File: src/rtl/coz_kuyruklu_if.sv
`default_nettype none
// ============================================================================
//  Module   : coz_kuyruklu_if
//  Purpose  : Fetch-side and issue-side handshake bundle of the decode queue.
//  Revision : 1.0 - initial release
// ============================================================================
interface coz_kuyruklu_if #(
    parameter int PS_BIT     = 32,
    parameter int ETIKET_BIT = 4
);
    logic                  cek_bosalt_i;
    logic [31:0]           getir_buyruk_i;
    logic [PS_BIT-1:0]     getir_ps_i;
    logic                  getir_atladi_i;
    logic                  getir_gecerli_i;
    logic                  coz_hazir_o;
    logic                  gecersiz_buyruk_o;
    logic                  yo_hazir_i;
    logic                  uop_gecerli_o;
    logic [PS_BIT-1:0]     uop_ps_o;
    logic [ETIKET_BIT-1:0] uop_etiket_o;
    logic [4:0]            uop_islem_o;
    logic [4:0]            uop_rs1_o;
    logic [4:0]            uop_rs2_o;
    logic                  uop_rs1_en_o;
    logic                  uop_rs2_en_o;
    logic [4:0]            uop_rd_o;
    logic                  uop_rd_alloc_o;
    logic [31:0]           uop_imm_o;
    logic [11:0]           uop_csr_o;
    logic                  uop_atladi_o;

    // Decode stage view
    modport slave (
        input  cek_bosalt_i, getir_buyruk_i, getir_ps_i, getir_atladi_i,
               getir_gecerli_i, yo_hazir_i,
        output coz_hazir_o, gecersiz_buyruk_o, uop_gecerli_o, uop_ps_o,
               uop_etiket_o, uop_islem_o, uop_rs1_o, uop_rs2_o, uop_rs1_en_o,
               uop_rs2_en_o, uop_rd_o, uop_rd_alloc_o, uop_imm_o, uop_csr_o,
               uop_atladi_o
    );

    modport master (
        output cek_bosalt_i, getir_buyruk_i, getir_ps_i, getir_atladi_i,
               getir_gecerli_i, yo_hazir_i,
        input  coz_hazir_o, gecersiz_buyruk_o, uop_gecerli_o, uop_ps_o,
               uop_etiket_o, uop_islem_o, uop_rs1_o, uop_rs2_o, uop_rs1_en_o,
               uop_rs2_en_o, uop_rd_o, uop_rd_alloc_o, uop_imm_o, uop_csr_o,
               uop_atladi_o
    );
endinterface
`default_nettype wire

File: src/rtl/coz_kuyruklu.sv
`default_nettype none
// ============================================================================
//  Module   : coz_kuyruklu
//  Purpose  : RV32I decode stage with tagged micro-op FIFO between fetch/issue.
//  Revision : 1.0 - initial release
// ============================================================================
module coz_kuyruklu #(
    parameter int DERINLIK   = 2,
    parameter int ETIKET_BIT = 4,
    parameter int PS_BIT     = 32
) (
    input  logic          clk_i,
    input  logic          rst_i,
    coz_kuyruklu_if.slave bus
);
    localparam int c_PTR_W = (DERINLIK > 1) ? $clog2(DERINLIK) : 1;
    localparam int c_CNT_W = $clog2(DERINLIK + 1);
    localparam logic [c_PTR_W-1:0] c_SON_PTR      = c_PTR_W'(DERINLIK - 1);
    localparam logic [c_CNT_W-1:0] c_DERINLIK_CNT = c_CNT_W'(DERINLIK);

    localparam logic [4:0] c_OP_LUI      = 5'd1;
    localparam logic [4:0] c_OP_AUIPC    = 5'd2;
    localparam logic [4:0] c_OP_JAL      = 5'd3;
    localparam logic [4:0] c_OP_JALR     = 5'd4;
    localparam logic [4:0] c_OP_BEQ      = 5'd5;
    localparam logic [4:0] c_OP_BNE      = 5'd6;
    localparam logic [4:0] c_OP_BLT      = 5'd7;
    localparam logic [4:0] c_OP_BGE      = 5'd8;
    localparam logic [4:0] c_OP_BLTU     = 5'd9;
    localparam logic [4:0] c_OP_BGEU     = 5'd10;
    localparam logic [4:0] c_OP_LW       = 5'd11;
    localparam logic [4:0] c_OP_SW       = 5'd12;
    localparam logic [4:0] c_OP_ADDI     = 5'd13;
    localparam logic [4:0] c_OP_ADD      = 5'd14;
    localparam logic [4:0] c_OP_SUB      = 5'd15;
    localparam logic [4:0] c_OP_OR       = 5'd16;
    localparam logic [4:0] c_OP_AND      = 5'd17;
    localparam logic [4:0] c_OP_XOR      = 5'd18;
    localparam logic [4:0] c_OP_CSRRW    = 5'd19;
    localparam logic [4:0] c_OP_GECERSIZ = 5'd31;

    localparam logic [2:0] c_IMM_YOK = 3'd0;
    localparam logic [2:0] c_IMM_I   = 3'd1;
    localparam logic [2:0] c_IMM_S   = 3'd2;
    localparam logic [2:0] c_IMM_B   = 3'd3;
    localparam logic [2:0] c_IMM_U   = 3'd4;
    localparam logic [2:0] c_IMM_J   = 3'd5;

    typedef struct packed {
        logic [PS_BIT-1:0]     ps;
        logic [ETIKET_BIT-1:0] etiket;
        logic [4:0]            islem;
        logic [4:0]            rs1;
        logic                  rs1_en;
        logic [4:0]            rs2;
        logic                  rs2_en;
        logic [4:0]            rd;
        logic                  rd_alloc;
        logic [31:0]           imm;
        logic [11:0]           csr;
        logic                  atladi;
    } uop_t;

    logic [c_CNT_W-1:0]    r_count;
    logic [c_PTR_W-1:0]    r_wptr;
    logic [c_PTR_W-1:0]    r_rptr;
    logic [ETIKET_BIT-1:0] r_etiket;
    uop_t                  r_mem [DERINLIK];

    logic [31:0] w_b;
    logic [16:0] w_anahtar;
    logic [4:0]  w_islem;
    logic        w_rs1_en;
    logic        w_rs2_en;
    logic        w_rd_yaz;
    logic [2:0]  w_imm_tur;
    uop_t        w_uop;
    uop_t        w_bas;
    logic        w_hazir;
    logic        w_gecerli;
    logic        w_enq;
    logic        w_deq;

    assign w_b       = bus.getir_buyruk_i;
    assign w_anahtar = {w_b[31:25], w_b[14:12], w_b[6:0]};

    // Key is {funct7, funct3, opcode}; '?' marks don't-care bits of each pattern.
    always_comb begin
        w_islem   = c_OP_GECERSIZ;
        w_rs1_en  = 1'b0;
        w_rs2_en  = 1'b0;
        w_rd_yaz  = 1'b0;
        w_imm_tur = c_IMM_YOK;
        casez (w_anahtar)
            17'b???????_???_0110111: begin w_islem = c_OP_LUI;   w_rd_yaz = 1'b1; w_imm_tur = c_IMM_U; end
            17'b???????_???_0010111: begin w_islem = c_OP_AUIPC; w_rd_yaz = 1'b1; w_imm_tur = c_IMM_U; end
            17'b???????_???_1101111: begin w_islem = c_OP_JAL;   w_rd_yaz = 1'b1; w_imm_tur = c_IMM_J; end
            17'b???????_000_1100111: begin w_islem = c_OP_JALR;  w_rd_yaz = 1'b1; w_rs1_en = 1'b1; w_imm_tur = c_IMM_I; end
            17'b???????_000_1100011: begin w_islem = c_OP_BEQ;   w_rs1_en = 1'b1; w_rs2_en = 1'b1; w_imm_tur = c_IMM_B; end
            17'b???????_001_1100011: begin w_islem = c_OP_BNE;   w_rs1_en = 1'b1; w_rs2_en = 1'b1; w_imm_tur = c_IMM_B; end
            17'b???????_100_1100011: begin w_islem = c_OP_BLT;   w_rs1_en = 1'b1; w_rs2_en = 1'b1; w_imm_tur = c_IMM_B; end
            17'b???????_101_1100011: begin w_islem = c_OP_BGE;   w_rs1_en = 1'b1; w_rs2_en = 1'b1; w_imm_tur = c_IMM_B; end
            17'b???????_110_1100011: begin w_islem = c_OP_BLTU;  w_rs1_en = 1'b1; w_rs2_en = 1'b1; w_imm_tur = c_IMM_B; end
            17'b???????_111_1100011: begin w_islem = c_OP_BGEU;  w_rs1_en = 1'b1; w_rs2_en = 1'b1; w_imm_tur = c_IMM_B; end
            17'b???????_010_0000011: begin w_islem = c_OP_LW;    w_rd_yaz = 1'b1; w_rs1_en = 1'b1; w_imm_tur = c_IMM_I; end
            17'b???????_010_0100011: begin w_islem = c_OP_SW;    w_rs1_en = 1'b1; w_rs2_en = 1'b1; w_imm_tur = c_IMM_S; end
            17'b???????_000_0010011: begin w_islem = c_OP_ADDI;  w_rd_yaz = 1'b1; w_rs1_en = 1'b1; w_imm_tur = c_IMM_I; end
            17'b0000000_000_0110011: begin w_islem = c_OP_ADD;   w_rd_yaz = 1'b1; w_rs1_en = 1'b1; w_rs2_en = 1'b1; end
            17'b0100000_000_0110011: begin w_islem = c_OP_SUB;   w_rd_yaz = 1'b1; w_rs1_en = 1'b1; w_rs2_en = 1'b1; end
            17'b0000000_110_0110011: begin w_islem = c_OP_OR;    w_rd_yaz = 1'b1; w_rs1_en = 1'b1; w_rs2_en = 1'b1; end
            17'b0000000_111_0110011: begin w_islem = c_OP_AND;   w_rd_yaz = 1'b1; w_rs1_en = 1'b1; w_rs2_en = 1'b1; end
            17'b0000000_100_0110011: begin w_islem = c_OP_XOR;   w_rd_yaz = 1'b1; w_rs1_en = 1'b1; w_rs2_en = 1'b1; end
            17'b???????_001_1110011: begin w_islem = c_OP_CSRRW; w_rd_yaz = 1'b1; w_rs1_en = 1'b1; end
            default: ;
        endcase
    end

    always_comb begin
        w_uop          = '0;
        w_uop.ps       = bus.getir_ps_i;
        w_uop.etiket   = r_etiket;
        w_uop.atladi   = bus.getir_atladi_i;
        w_uop.islem    = w_islem;
        w_uop.rs1_en   = w_rs1_en;
        w_uop.rs2_en   = w_rs2_en;
        w_uop.rs1      = w_rs1_en ? w_b[19:15] : 5'd0;
        w_uop.rs2      = w_rs2_en ? w_b[24:20] : 5'd0;
        w_uop.rd       = w_rd_yaz ? w_b[11:7] : 5'd0;
        w_uop.rd_alloc = w_rd_yaz && (w_b[11:7] != 5'd0);
        w_uop.csr      = (w_islem == c_OP_CSRRW) ? w_b[31:20] : 12'd0;
        case (w_imm_tur)
            c_IMM_I: w_uop.imm = {{20{w_b[31]}}, w_b[31:20]};
            c_IMM_S: w_uop.imm = {{20{w_b[31]}}, w_b[31:25], w_b[11:7]};
            c_IMM_B: w_uop.imm = {{19{w_b[31]}}, w_b[31], w_b[7], w_b[30:25], w_b[11:8], 1'b0};
            c_IMM_U: w_uop.imm = {w_b[31:12], 12'd0};
            c_IMM_J: w_uop.imm = {{11{w_b[31]}}, w_b[31], w_b[19:12], w_b[20], w_b[30:21], 1'b0};
            default: w_uop.imm = 32'd0;
        endcase
    end

    function automatic logic [c_PTR_W-1:0] ileri(input logic [c_PTR_W-1:0] p);
        return (p == c_SON_PTR) ? '0 : p + 1'b1;
    endfunction

    // Readiness depends only on registered occupancy, never on yo_hazir_i.
    assign w_hazir   = (r_count < c_DERINLIK_CNT);
    assign w_gecerli = (r_count != '0);
    assign w_enq     = bus.getir_gecerli_i && w_hazir && !bus.cek_bosalt_i && !rst_i;
    assign w_deq     = w_gecerli && bus.yo_hazir_i;

    always_ff @(posedge clk_i) begin
        if (rst_i) begin
            r_count  <= '0;
            r_wptr   <= '0;
            r_rptr   <= '0;
            r_etiket <= '0;
        end else if (bus.cek_bosalt_i) begin
            r_count <= '0;
            r_wptr  <= '0;
            r_rptr  <= '0;
        end else begin
            if (w_enq) begin
                r_wptr   <= ileri(r_wptr);
                r_etiket <= r_etiket + 1'b1;
            end
            if (w_deq) begin
                r_rptr <= ileri(r_rptr);
            end
            case ({w_enq, w_deq})
                2'b10:   r_count <= r_count + 1'b1;
                2'b01:   r_count <= r_count - 1'b1;
                default: r_count <= r_count;
            endcase
        end
    end

    always_ff @(posedge clk_i) begin
        if (w_enq) begin
            r_mem[r_wptr] <= w_uop;
        end
    end

    // Empty queue presents an all-zero head regardless of stale storage.
    assign w_bas = w_gecerli ? r_mem[r_rptr] : '0;

    assign bus.coz_hazir_o       = w_hazir;
    assign bus.gecersiz_buyruk_o = w_enq && (w_islem == c_OP_GECERSIZ);
    assign bus.uop_gecerli_o     = w_gecerli;
    assign bus.uop_ps_o          = w_bas.ps;
    assign bus.uop_etiket_o      = w_bas.etiket;
    assign bus.uop_islem_o       = w_bas.islem;
    assign bus.uop_rs1_o         = w_bas.rs1;
    assign bus.uop_rs2_o         = w_bas.rs2;
    assign bus.uop_rs1_en_o      = w_bas.rs1_en;
    assign bus.uop_rs2_en_o      = w_bas.rs2_en;
    assign bus.uop_rd_o          = w_bas.rd;
    assign bus.uop_rd_alloc_o    = w_bas.rd_alloc;
    assign bus.uop_imm_o         = w_bas.imm;
    assign bus.uop_csr_o         = w_bas.csr;
    assign bus.uop_atladi_o      = w_bas.atladi;
endmodule
`default_nettype wire

File: src/flat_wrapper.sv
// flat-port wrapper written by rule: the top's interface ports become plain ports
module coz_kuyruklu_flat 
#(
    parameter int DERINLIK   = 2,
    parameter int ETIKET_BIT = 4,
    parameter int PS_BIT     = 32
)
  (clk_i, rst_i, bus_cek_bosalt_i, bus_getir_buyruk_i, bus_getir_ps_i, bus_getir_atladi_i, bus_getir_gecerli_i, bus_yo_hazir_i, bus_coz_hazir_o, bus_gecersiz_buyruk_o, bus_uop_gecerli_o, bus_uop_ps_o, bus_uop_etiket_o, bus_uop_islem_o, bus_uop_rs1_o, bus_uop_rs2_o, bus_uop_rs1_en_o, bus_uop_rs2_en_o, bus_uop_rd_o, bus_uop_rd_alloc_o, bus_uop_imm_o, bus_uop_csr_o, bus_uop_atladi_o);
  coz_kuyruklu_if #(.PS_BIT(PS_BIT), .ETIKET_BIT(ETIKET_BIT)) bus_i ();
  input  logic clk_i;
  input  logic rst_i;
  input wire logic [$bits(bus_i.cek_bosalt_i)-1:0] bus_cek_bosalt_i;
  input wire logic [$bits(bus_i.getir_buyruk_i)-1:0] bus_getir_buyruk_i;
  input wire logic [$bits(bus_i.getir_ps_i)-1:0] bus_getir_ps_i;
  input wire logic [$bits(bus_i.getir_atladi_i)-1:0] bus_getir_atladi_i;
  input wire logic [$bits(bus_i.getir_gecerli_i)-1:0] bus_getir_gecerli_i;
  input wire logic [$bits(bus_i.yo_hazir_i)-1:0] bus_yo_hazir_i;
  output wire logic [$bits(bus_i.coz_hazir_o)-1:0] bus_coz_hazir_o;
  output wire logic [$bits(bus_i.gecersiz_buyruk_o)-1:0] bus_gecersiz_buyruk_o;
  output wire logic [$bits(bus_i.uop_gecerli_o)-1:0] bus_uop_gecerli_o;
  output wire logic [$bits(bus_i.uop_ps_o)-1:0] bus_uop_ps_o;
  output wire logic [$bits(bus_i.uop_etiket_o)-1:0] bus_uop_etiket_o;
  output wire logic [$bits(bus_i.uop_islem_o)-1:0] bus_uop_islem_o;
  output wire logic [$bits(bus_i.uop_rs1_o)-1:0] bus_uop_rs1_o;
  output wire logic [$bits(bus_i.uop_rs2_o)-1:0] bus_uop_rs2_o;
  output wire logic [$bits(bus_i.uop_rs1_en_o)-1:0] bus_uop_rs1_en_o;
  output wire logic [$bits(bus_i.uop_rs2_en_o)-1:0] bus_uop_rs2_en_o;
  output wire logic [$bits(bus_i.uop_rd_o)-1:0] bus_uop_rd_o;
  output wire logic [$bits(bus_i.uop_rd_alloc_o)-1:0] bus_uop_rd_alloc_o;
  output wire logic [$bits(bus_i.uop_imm_o)-1:0] bus_uop_imm_o;
  output wire logic [$bits(bus_i.uop_csr_o)-1:0] bus_uop_csr_o;
  output wire logic [$bits(bus_i.uop_atladi_o)-1:0] bus_uop_atladi_o;
  assign bus_i.cek_bosalt_i = bus_cek_bosalt_i;
  assign bus_i.getir_buyruk_i = bus_getir_buyruk_i;
  assign bus_i.getir_ps_i = bus_getir_ps_i;
  assign bus_i.getir_atladi_i = bus_getir_atladi_i;
  assign bus_i.getir_gecerli_i = bus_getir_gecerli_i;
  assign bus_i.yo_hazir_i = bus_yo_hazir_i;
  assign bus_coz_hazir_o = bus_i.coz_hazir_o;
  assign bus_gecersiz_buyruk_o = bus_i.gecersiz_buyruk_o;
  assign bus_uop_gecerli_o = bus_i.uop_gecerli_o;
  assign bus_uop_ps_o = bus_i.uop_ps_o;
  assign bus_uop_etiket_o = bus_i.uop_etiket_o;
  assign bus_uop_islem_o = bus_i.uop_islem_o;
  assign bus_uop_rs1_o = bus_i.uop_rs1_o;
  assign bus_uop_rs2_o = bus_i.uop_rs2_o;
  assign bus_uop_rs1_en_o = bus_i.uop_rs1_en_o;
  assign bus_uop_rs2_en_o = bus_i.uop_rs2_en_o;
  assign bus_uop_rd_o = bus_i.uop_rd_o;
  assign bus_uop_rd_alloc_o = bus_i.uop_rd_alloc_o;
  assign bus_uop_imm_o = bus_i.uop_imm_o;
  assign bus_uop_csr_o = bus_i.uop_csr_o;
  assign bus_uop_atladi_o = bus_i.uop_atladi_o;
  coz_kuyruklu #(.DERINLIK(DERINLIK), .ETIKET_BIT(ETIKET_BIT), .PS_BIT(PS_BIT)) u_core (.clk_i(clk_i), .rst_i(rst_i), .bus(bus_i));
endmodule
File: config.mk
export PLATFORM = sky130hd
export DESIGN_NAME = coz_kuyruklu_flat
export DESIGN_NICKNAME = d
export VERILOG_FILES = /design/src/rtl/coz_kuyruklu_if.sv /design/src/rtl/coz_kuyruklu.sv /design/src/flat_wrapper.sv
export SDC_FILE = /design/constraint.sdc
export NUM_CORES = 1
export LEC_CHECK = 0
export BUFFER_PORTS_ARGS = -buffer_cell sky130_fd_sc_hd__buf_2
export CORE_UTILIZATION = 50
export CTS_CLUSTER_DIAMETER = 200
export CTS_CLUSTER_SIZE = 20
export DETAILED_ROUTE_END_ITERATION = 8
export MAX_ROUTING_LAYER = met4
export PLACE_DENSITY = 0.76
export SYNTH_ARGS = -nofsm -noshare
export SYNTH_HDL_FRONTEND = slang
export SYNTH_SLANG_ARGS = --single-unit
File: constraint.sdc
create_clock -name clk_i -period 6 [get_ports clk_i]
set_clock_uncertainty 0.2 [all_clocks]
set_input_delay 0 -clock clk_i [delete_from_list [all_inputs] [get_ports clk_i]]
set_output_delay 0 -clock clk_i [all_outputs]
set_load 0.005 [all_outputs]
==> metrics <==
DIE AREA 19340 um^2; CTS Sinks 217; first-pass GRT wire length 31.32 mm; ys async rst share 0; Initial Util 0.5160; GR Overflow Total 0; sequential fraction of the synthesis area 0.6840; Pwr Total 2749 uW; final slew viol count 0; CP max stage delay 0.91 ns; synthesized net count 765; endpoints failing hold 0; H-Tree Depth 1; DP Worst Slack 3.246 ns; CP max FO 58; Final TNS setup 0 ns; clock slew at reported path FFs 0.09 ns; largest net degree at the start of global routing 105; final WL 20.44 mm; post-layout min period 3.122 ns; EDFF count, synth 208; antenna violations before repair 0; post-synthesis adder-cell area fraction 0.003729; CTS tree built; initial drt markers 506; crit start category flip-flop; DR DRC count 11; Arr. time, crit path 2.92 ns; Power Dens Cells 236.9 nW/um^2; Final period util 0.5203; final setup vio count 0; crit-path cells buf_4 > mux2i_1 > nor2_1 > buf_2; clk_lat worst skew 0.47 ns; DRT Pass-1 Iters 9; area of the core 18210 um^2; max_cap viols 0; Post-Synth Simple-Gate Area 0.1336; RSZ-0062 raised after global routing false; FMAX 320.3 MHz; row count 49; PortBufs 176; Via density 5.409; top-count cell post-synth edfxtp_1; Max VDD drop 0.1366 mV; Syn. warnings 0; GRT Overall Usage 0.2143; Net count, final 998; Tightest Hold Check Type in2reg; layout cells sized above 1 0.2277; leading area contributor after synthesis edfxtp_1; Syn Std Cell Area 9395 um^2; routed wire length per instance 17.62 um; CP Capture Type output pin; Leak 0.004170 uW; Root Driver clkbuf_16; gp weighted congestion 0.8861; Cells after Synth 693; largest family of logic cells by synthesized area simple AND/OR/NAND/NOR gates; Yosys reg bits 217; P&R area growth vs syn 23.49%; post-synthesis xor/xnor area fraction 0.008390; vias in the first global route 5960; multiplexer share of the synthesized area 0.1119; critical path required time 5.80 ns; Synth top cells by count edfxtp_1 (208), nor2_1 (119), mux2i_1 (105); Tightest Pin Transition 1.118 ns; prevailing post-synth register cell edfxtp_1; post-route setup slack 2.878 ns; number of diodes 0; max_slew headroom 0.2548; post-synthesis compound-gate area fraction 0.03676; CP Class reg2out; Yosys cell types 56; Die Wd 139.1 um; top cell type's share of synthesized area 0.6648; routed vias 6275; Num CTS Buffers 14; clk buf depth 3; failing checks DRC; Die H 139.1 um; postcts setup bufs 0; mean post-synth cell area 13.56 um^2; IO Count 177; DP Wirelength 12.58 mm; slowest CP cell buf_4; outcome finished with violations; Routed Antenna Nets 0; Area contributors post-synth edfxtp_1 (66%), mux2i_1 (11%), nor2_1 (4.8%), dfxtp_1 (1.9%), nand2_1 (1.8%)
[per-stage QoR]
step	cell area (um^2)	hold WS (ns)	utilization	std cells
2_1_floorplan	9395	-0.1226	-	693
3_3_place_gp	10480	-0.01149	0.5757	1067
3_5_place_dp	10480	-0.008257	0.5757	1067
4_1_cts	11600	0.04531	0.6372	1160
5_1_grt	11600	0.03586	0.6372	1160
6_report	11600	0.04690	0.6372	1160
[timing repair]
| action | 4_1_cts | 5_1_grt |
|---|---|---|
| hold buffers | 72 | 0 |
| gates resized for setup | 0 | 0 |
| endpoints found under the hold margin | 199 | 0 |
[placed cells by master, fill, tap and decap left out, types with 3 or more instances in the layout]
| cell type | instances |
|---|---|
| a21o_1 | 3 |
| a21oi_1 | 9 |
| a31oi_1 | 3 |
| and2_1 | 25 |
| and4_1 | 4 |
| buf_2 | 176 |
| buf_4 | 7 |
| clkbuf_1 | 5 |
| clkbuf_16 | 15 |
| dfxtp_1 | 8 |
| dlygate4sd3_1 | 72 |
| edfxtp_1 | 208 |
| inv_1 | 8 |
| mux2i_1 | 105 |
| nand2_1 | 44 |
| nand2b_1 | 5 |
| nand3_1 | 7 |
| nand3b_1 | 6 |
| nor2_1 | 117 |
| nor2b_1 | 13 |
| nor3_1 | 12 |
| nor4_1 | 3 |
| o211ai_1 | 3 |
| o21ai_0 | 21 |
| xnor2_1 | 5 |
| xor2_1 | 4 |
[sequential cells by signal (all words and copies together), names as in the netlist, named ones only]
register and cells:
u_core.r_count 2, u_core.r_etiket 4, u_core.r_mem 208, u_core.r_rptr 1
u_core.r_wptr 1
[cell type report]
| type | instances | area [um^2] |
|---|---|---|
| Sequential cell | 217 | 6430 |
| Fill cell | 1359 | 6606 |
| Clock buffer | 20 | 394.1 |
| Multi-Input combinational cell | 429 | 2783 |
| Inverter | 8 | 30.03 |
| Clock inverter | 1 | 5.005 |
| Tap cell | 229 | 286.5 |
| Timing Repair Buffer | 256 | 1674 |
[path summary, 6_finish.rpt]
path,from,to,slack [ns],depth (start not counted)
setup reg to reg,u_core.r_count[1],u_core.r_mem[1][78],3.29,4
setup / recovery,flip-flop,bus_uop_imm_o[11],2.88,4
hold / removal,bus_getir_ps_i[7],u_core.r_mem[1][79],0.05,2
hold reg to reg,u_core.r_etiket[3],u_core.r_mem[0][71],0.29,0
[kinds of logic (layout without fill, tap and decap cells)]
kind of cell | Yosys count | in the layout
buf+inv | 47 | 285
mux | 105 | 105
fa+ha+maj | 3 | 3
xor+xnor | 9 | 9
simple gates | 257 | 257
flops | 217 | 217
compound gates | 55 | 55
[per-layer routing]
metal	up-vias	routed length [um]	global-route usage
li1	2991	-	-
met1	2996	8957	0.2896
met2	257	9813	0.3426
met3	31	1306	0.03004
met4	0	364	0.05614
met5	-	0	-
[power breakdown]
part / switching, uW / internal, uW
combinational: 87.2 / 75.4
sequential: 6.29 / 1660
clock: 458 / 459
[worst max-delay path, delay by kind of cell (launching register included)]
kind | cells | cell delay (ns)
buffers and inverters | 2 | 1.11
flip-flops | 1 | 0.88
multiplexers | 1 | 0.31
AND/OR/NAND/NOR | 1 | 0.10
(Power assumes the default switching activity.)
